==> src/rtl/fix_session_if.sv <==
// Session manager bus: application/TOE requests in, FIFO requests and status out.
interface fix_session_if #(
  parameter int unsigned NUM_HOSTS = 4,
  parameter int unsigned HOST_W    = $clog2(NUM_HOSTS)
);
  logic                 connect_i;
  logic [HOST_W-1:0]    connect_to_host_i;
  logic                 disconnect_i;
  logic [HOST_W-1:0]    disconnect_host_i;
  logic                 connected_i;
  logic [HOST_W-1:0]    connected_host_addr_i;
  logic                 connect_req_o;
  logic [HOST_W-1:0]    connect_addr_o;
  logic                 disconnect_o;
  logic [HOST_W-1:0]    disconnect_host_num_o;
  logic [NUM_HOSTS-1:0] session_up_o;
  logic                 busy_o;
  logic                 conn_fail_o;
  logic [HOST_W-1:0]    fail_host_o;

  // Requester side: drives connect/disconnect/ack, observes status.
  modport master (
    output connect_i, connect_to_host_i, disconnect_i, disconnect_host_i,
           connected_i, connected_host_addr_i,
    input  connect_req_o, connect_addr_o, disconnect_o, disconnect_host_num_o,
           session_up_o, busy_o, conn_fail_o, fail_host_o
  );

  // Session manager side.
  modport slave (
    input  connect_i, connect_to_host_i, disconnect_i, disconnect_host_i,
           connected_i, connected_host_addr_i,
    output connect_req_o, connect_addr_o, disconnect_o, disconnect_host_num_o,
           session_up_o, busy_o, conn_fail_o, fail_host_o
  );
endinterface

==> src/rtl/fix_session_mgr.sv <==
// FIX session manager: one outstanding connect with timeout/retry, per-host
// session tracking, and disconnect handling (including abort of a pending connect).
module fix_session_mgr #(
  parameter int unsigned NUM_HOSTS   = 4,
  parameter int unsigned HOST_W      = $clog2(NUM_HOSTS),
  parameter int unsigned TIMEOUT_CYC = 64,
  parameter int unsigned MAX_TRY     = 3
) (
  input logic         clk,
  input logic         rst,
  fix_session_if.slave bus
);

  localparam int unsigned CNT_W  = $clog2(TIMEOUT_CYC);
  localparam int unsigned TRY_W  = $clog2(MAX_TRY + 1);
  localparam int unsigned HOST_N = 1 << HOST_W;
  // One bit per encodable address; set only for addresses below NUM_HOSTS.
  localparam logic [HOST_N-1:0] HOST_VALID = HOST_N'((64'd1 << NUM_HOSTS) - 64'd1);

  typedef enum logic [1:0] {IDLE, REQ, WAIT} state_t;

  state_t            state;
  logic [HOST_W-1:0] cur_host;
  logic [CNT_W-1:0]  tmo_cnt;
  logic [TRY_W-1:0]  tries;

  logic disc_valid_c;
  logic disc_clear_c;
  logic abort_c;
  logic conn_ok_c;
  logic ack_c;
  logic tmo_c;

  // Request qualification; a same-target disconnect suppresses the connect.
  assign disc_valid_c = bus.disconnect_i && HOST_VALID[bus.disconnect_host_i];
  assign disc_clear_c = disc_valid_c && bus.session_up_o[bus.disconnect_host_i];
  assign abort_c      = disc_valid_c && (state != IDLE) && (bus.disconnect_host_i == cur_host);
  assign conn_ok_c    = bus.connect_i && HOST_VALID[bus.connect_to_host_i]
                        && !bus.session_up_o[bus.connect_to_host_i]
                        && !(disc_valid_c && (bus.disconnect_host_i == bus.connect_to_host_i));
  assign ack_c        = (state == WAIT) && bus.connected_i && (bus.connected_host_addr_i == cur_host);
  assign tmo_c        = (tmo_cnt == CNT_W'(TIMEOUT_CYC - 1));

  // Connect FSM, session bitmap and registered pulse outputs.
  always_ff @(posedge clk or posedge rst) begin
    if (rst) begin
      state                     <= IDLE;
      cur_host                  <= '0;
      tmo_cnt                   <= '0;
      tries                     <= '0;
      bus.connect_req_o         <= 1'b0;
      bus.connect_addr_o        <= '0;
      bus.disconnect_o          <= 1'b0;
      bus.disconnect_host_num_o <= '0;
      bus.session_up_o          <= '0;
      bus.busy_o                <= 1'b0;
      bus.conn_fail_o           <= 1'b0;
      bus.fail_host_o           <= '0;
    end else begin
      bus.connect_req_o <= 1'b0;
      bus.disconnect_o  <= 1'b0;
      bus.conn_fail_o   <= 1'b0;

      if (disc_clear_c) bus.session_up_o[bus.disconnect_host_i] <= 1'b0;
      if (disc_clear_c || abort_c) begin
        bus.disconnect_o          <= 1'b1;
        bus.disconnect_host_num_o <= bus.disconnect_host_i;
      end

      if (abort_c) begin
        state      <= IDLE;
        bus.busy_o <= 1'b0;
        tries      <= '0;
        tmo_cnt    <= '0;
      end else begin
        case (state)
          IDLE: begin
            if (conn_ok_c) begin
              cur_host           <= bus.connect_to_host_i;
              tries              <= TRY_W'(1);
              state              <= REQ;
              bus.connect_req_o  <= 1'b1;
              bus.connect_addr_o <= bus.connect_to_host_i;
              bus.busy_o         <= 1'b1;
            end
          end
          REQ: begin
            state   <= WAIT;
            tmo_cnt <= '0;
          end
          WAIT: begin
            if (ack_c) begin
              bus.session_up_o[cur_host] <= 1'b1;
              state                      <= IDLE;
              bus.busy_o                 <= 1'b0;
            end else if (tmo_c) begin
              if (tries < TRY_W'(MAX_TRY)) begin
                tries              <= tries + TRY_W'(1);
                state              <= REQ;
                bus.connect_req_o  <= 1'b1;
                bus.connect_addr_o <= cur_host;
                tmo_cnt            <= '0;
              end else begin
                bus.conn_fail_o <= 1'b1;
                bus.fail_host_o <= cur_host;
                state           <= IDLE;
                bus.busy_o      <= 1'b0;
              end
            end else begin
              tmo_cnt <= tmo_cnt + CNT_W'(1);
            end
          end
          default: begin
            state      <= IDLE;
            bus.busy_o <= 1'b0;
          end
        endcase
      end
    end
  end

endmodule

==> src/flat_wrapper.sv <==
// flat-port wrapper written by rule: the top's interface ports become plain ports
module fix_session_mgr_flat 
#(
  parameter int unsigned NUM_HOSTS   = 4,
  parameter int unsigned HOST_W      = $clog2(NUM_HOSTS),
  parameter int unsigned TIMEOUT_CYC = 64,
  parameter int unsigned MAX_TRY     = 3
)
  (clk, rst, bus_connect_i, bus_connect_to_host_i, bus_disconnect_i, bus_disconnect_host_i, bus_connected_i, bus_connected_host_addr_i, bus_connect_req_o, bus_connect_addr_o, bus_disconnect_o, bus_disconnect_host_num_o, bus_session_up_o, bus_busy_o, bus_conn_fail_o, bus_fail_host_o);
  fix_session_if #(.NUM_HOSTS(NUM_HOSTS), .HOST_W(HOST_W)) bus_i ();
  input logic clk;
  input logic rst;
  input wire logic [$bits(bus_i.connect_i)-1:0] bus_connect_i;
  input wire logic [$bits(bus_i.connect_to_host_i)-1:0] bus_connect_to_host_i;
  input wire logic [$bits(bus_i.disconnect_i)-1:0] bus_disconnect_i;
  input wire logic [$bits(bus_i.disconnect_host_i)-1:0] bus_disconnect_host_i;
  input wire logic [$bits(bus_i.connected_i)-1:0] bus_connected_i;
  input wire logic [$bits(bus_i.connected_host_addr_i)-1:0] bus_connected_host_addr_i;
  output wire logic [$bits(bus_i.connect_req_o)-1:0] bus_connect_req_o;
  output wire logic [$bits(bus_i.connect_addr_o)-1:0] bus_connect_addr_o;
  output wire logic [$bits(bus_i.disconnect_o)-1:0] bus_disconnect_o;
  output wire logic [$bits(bus_i.disconnect_host_num_o)-1:0] bus_disconnect_host_num_o;
  output wire logic [$bits(bus_i.session_up_o)-1:0] bus_session_up_o;
  output wire logic [$bits(bus_i.busy_o)-1:0] bus_busy_o;
  output wire logic [$bits(bus_i.conn_fail_o)-1:0] bus_conn_fail_o;
  output wire logic [$bits(bus_i.fail_host_o)-1:0] bus_fail_host_o;
  assign bus_i.connect_i = bus_connect_i;
  assign bus_i.connect_to_host_i = bus_connect_to_host_i;
  assign bus_i.disconnect_i = bus_disconnect_i;
  assign bus_i.disconnect_host_i = bus_disconnect_host_i;
  assign bus_i.connected_i = bus_connected_i;
  assign bus_i.connected_host_addr_i = bus_connected_host_addr_i;
  assign bus_connect_req_o = bus_i.connect_req_o;
  assign bus_connect_addr_o = bus_i.connect_addr_o;
  assign bus_disconnect_o = bus_i.disconnect_o;
  assign bus_disconnect_host_num_o = bus_i.disconnect_host_num_o;
  assign bus_session_up_o = bus_i.session_up_o;
  assign bus_busy_o = bus_i.busy_o;
  assign bus_conn_fail_o = bus_i.conn_fail_o;
  assign bus_fail_host_o = bus_i.fail_host_o;
  fix_session_mgr #(.NUM_HOSTS(NUM_HOSTS), .HOST_W(HOST_W), .TIMEOUT_CYC(TIMEOUT_CYC), .MAX_TRY(MAX_TRY)) u_core (.clk(clk), .rst(rst), .bus(bus_i));
endmodule
==> config.mk <==
export PLATFORM = sky130hd
export DESIGN_NAME = fix_session_mgr_flat
export DESIGN_NICKNAME = d
export VERILOG_FILES = /design/src/rtl/fix_session_if.sv /design/src/rtl/fix_session_mgr.sv /design/src/flat_wrapper.sv
export SDC_FILE = /design/constraint.sdc
export NUM_CORES = 1
export LEC_CHECK = 0
export BUFFER_PORTS_ARGS = -buffer_cell sky130_fd_sc_hd__buf_4
export CAP_MARGIN = 20
export CORE_ASPECT_RATIO = 0.9
export CORE_MARGIN = 5
export CORE_UTILIZATION = 30
export DETAILED_ROUTE_END_ITERATION = 10
export GPL_TIMING_DRIVEN = 0
export PLACE_DENSITY = 0.46
export SETUP_SLACK_MARGIN = 0.4
export SYNTH_ARGS = -nofsm -noshare
export SYNTH_HDL_FRONTEND = slang
export SYNTH_SLANG_ARGS = --single-unit
==> constraint.sdc <==
create_clock -name clk -period 4.1 [get_ports clk]
set_clock_uncertainty 0.15 [all_clocks]
set_input_delay 0.41 -clock clk [delete_from_list [all_inputs] [get_ports clk]]
set_output_delay 0.41 -clock clk [all_outputs]
set_load 0.01 [all_outputs]
==> impl_metrics.json <==
{
  "cts_htree_levels": 1,
  "clock_power_share_pct": 14.9,
  "ir_worst_vdd_uv": 259,
  "ioPinCount": 25,
  "final_core_util_pct": 38.0,
  "cts_tree": "built",
  "yosysUniqueCellTypes": 41,
  "port_buffers": 22,
  "rows": 24,
  "drc": 0,
  "synthToLayoutAreaGrowth_pct": 21.3,
  "grt_pass1_wl_um": 6160,
  "finalSetupViolCount": 0,
  "stdcell_area_um2": 1870,
  "first_global_vias": 1253,
  "start_util_pct": 31.3,
  "whs_ns": 0.0554,
  "antenna_left": 0,
  "critPathMaxStageDelay_ns": 0.43,
  "combPwrFrac_pct": 51.3,
  "ys_seq_elements": 26,
  "startpoint_type": "flip-flop",
  "place_area_um2": 1790,
  "yosysSeqAreaShare_pct": 42.2,
  "intPower_uw": 671,
  "post_cts_resized": 0,
  "worstReg2RegStart": "u_core.state[0]",
  "dieWidth_um": 85.6,
  "hold_path.class": "in -> async",
  "power.switching_uw": 429,
  "antenna_found_initial": 0,
  "reg2reg_slack_ns": 1.79,
  "yosys-top-cells-area": "dfrtp_1 42%, mux2_2 6.6%, ha_1 5.7%",
  "synth_edf_count": 0,
  "first_iter_violations": 57,
  "finalSetupTns_ns": 0,
  "powerDensity_nw_per_um2": 588,
  "clkLatencyLatePin_ns": 0.27,
  "path_cells": "inv_1 -> ha_1 -> inv_1 -> a311oi_2 -> nand2_1 -> a211oi_2 -> mux2_2",
  "avgSynthCellArea_um2": 10.3,
  "r2r-end": "u_core.bus.connect_addr_o[0]",
  "status": "completed",
  "vias": 1220,
  "cp.required_ns": 4.11,
  "cpMostUsedCell": "inv_1",
  "drive_gt1_share_pct": 29.9,
  "cts.sink_count": 26,
  "hold_violations": 0,
  "netlist_area_um2": 1540,
  "maxSlewViolCount": 0,
  "grt_setup_unrepaired": "false",
  "die-area_um2": 6670,
  "critical_path_class": "reg -> reg",
  "synth_fp_nets": 168,
  "ctsHoldBuffers": 0,
  "drt_wl_total_um": 3580,
  "seqPwrFrac_pct": 33.8,
  "synthDominantCellAreaShare_pct": 42.2,
  "clockBufferDepth": 2,
  "yosys.area.top_type": "dfrtp_1",
  "slowest_stage": "dfrtp_1",
  "grt_overflow": 0,
  "die_h_um": 78.0,
  "fmax_mhz": 434,
  "post-route-period-util_pct": 56.2,
  "first_pass_iters": 4,
  "clk_pin_slew_ns": 0.09,
  "core_area_um2": 4920,
  "async_reset_ff_share_pct": 100,
  "fillers": 519,
  "worst-r2r-cell-count": 7,
  "maxCapViolations": 0,
  "leakage_uw": 0.000875,
  "synthFlopType": "dfrtp_1",
  "finalCriticalPeriod_ns": 2.31,
  "gp_congestion": 0.852,
  "root_buffer": "clkbuf_8",
  "hpwlAfterDp_um": 2680,
  "synthCells": 150,
  "nets": 196,
  "vias_per_cell": 5.04,
  "worstPathMaxFanout": 5,
  "yosysWarnings": 0,
  "grt_usage_pct": 11.5,
  "tightest_slew_ns": 0.592,
  "cts_buffers": 3,
  "slew-limit-headroom_pct": 60.5,
  "antenna_cells": 0,
  "cp-end-kind": "flip-flop",
  "grt_max_degree": 27,
  "crit_arrival_ns": 2.32,
  "post_cts_buffers": 0,
  "wl_per_cell_um": 14.8,
  "swShare_pct": 39.0
}
cell usage after synthesis (all sizes together), types with 2 or more instances:
library cell and number:
dfrtp 26, nand2 15, a21oi 10, inv 10
mux2 10, o21ai 10, nand3 8, ha 7
xnor2 6, buf 5, nand4 5, and3 4
nor3 4, mux2i 3, a311oi 2, mux4 2
nor2b 2, nor3b 2
how the worst max path moves through the flow:
| stage | end | depth (start not counted) | from |
|---|---|---|---|
| after global placement | u_core.bus.connect_addr_o[1] | 6 | bus_connect_to_host_i[0] |
| after floorplan | u_core.bus.connect_addr_o[0] | 5 | u_core.bus.session_up_o[3] |
| final | u_core.bus.connect_addr_o[0] | 7 | u_core.state[0] |
| after CTS | u_core.bus.connect_addr_o[0] | 7 | u_core.state[0] |
| after detailed placement | u_core.bus.connect_addr_o[0] | 6 | bus_connect_to_host_i[0] |
| after global routing | u_core.bus.connect_addr_o[0] | 7 | u_core.state[0] |
worst max-delay path: cells and delay by family, from the launching register on:
family          cells  cell delay, ns
buf+inv             2            0.25
mux                 1            0.36
fa+ha+maj           1            0.20
simple gates        1            0.21
flops               1            0.43
compound gates      2            0.60
flip-flops by register name, summed over array words and instances, names as in the netlist:
name and cells:
u_core.bus.session_up_o 4, u_core.state 2, u_core.bus.disconnect_host_num_o 2, u_core.bus.conn_fail_o 1
u_core.bus.disconnect_o 1, u_core.bus.connect_req_o 1, u_core.cur_host 2, u_core.tmo_cnt 6
u_core.bus.busy_o 1, u_core.bus.fail_host_o 2, u_core.bus.connect_addr_o 2, u_core.tries 2
power by group through the flow:
stage               sequential (uW)  clock, uW  combinational, uW
finish                          372        163                564
global route                    379        185                624
CTS                             371        174                568
detailed placement              376          0                565
global placement                372          0                558
floorplan                       387          0                376
cells by family (layout without fill, tap and decap cells):
kind of cell,count (synthesis),after routing,share of synthesized area [%]
AO/OA/AOI/OAI,33,33,14.7
XOR/XNOR,6,6,3.41
adder cells (fa/ha/maj),7,7,5.68
buffers and inverters,16,43,5.44
flip-flops,26,26,42.2
multiplexers,15,15,12.2
AND/OR/NAND/NOR,47,47,16.4
area by class of cell:
class / count / area, um^2 / area share, %
buffer: 6 / 46.3 / 2.47
clock buffer: 4 / 55.1 / 2.94
inverter: 10 / 37.5 / 2.01
multi-input combinational: 108 / 807 / 43.1
sequential: 26 / 651 / 34.8
tap: 65 / 81.3 / 4.35
timing repair buffer: 23 / 193 / 10.3
per-layer routing:
| layer | vias to the layer above | routed length [um] | track usage, % |
|---|---|---|---|
| met5 | - | 0 | 0 |
| met3 | 2 | 125 | 1.91 |
| met2 | 33 | 1710 | 18.8 |
| met4 | 0 | 16 | 3.16 |
| li1 | 593 | - | - |
| met1 | 592 | 1720 | 15.6 |
cell usage in the layout (no fill, tap or decap), types with 2 or more instances in the layout:
master	instances
xnor2_1	6
nand2_1	15
dfrtp_1	26
nor3b_1	2
buf_4	25
clkbuf_8	5
a311oi_2	2
buf_2	2
nand4_1	5
o21ai_0	10
mux4_2	2
nand3_1	7
a21oi_1	10
and3_1	4
inv_1	10
ha_1	7
mux2_2	9
mux2i_1	3
nor3_1	4
stage by stage:
step                      setup slack [ns]  cells  power [uW]
after floorplan                       2.06    150         763
after global placement                1.81    237         931
after detailed placement              1.79    237         941
after CTS                             1.79    241        1110
after global routing                  1.60    242        1190
final                                 1.79    242        1100
(Power assumes the default switching activity.)
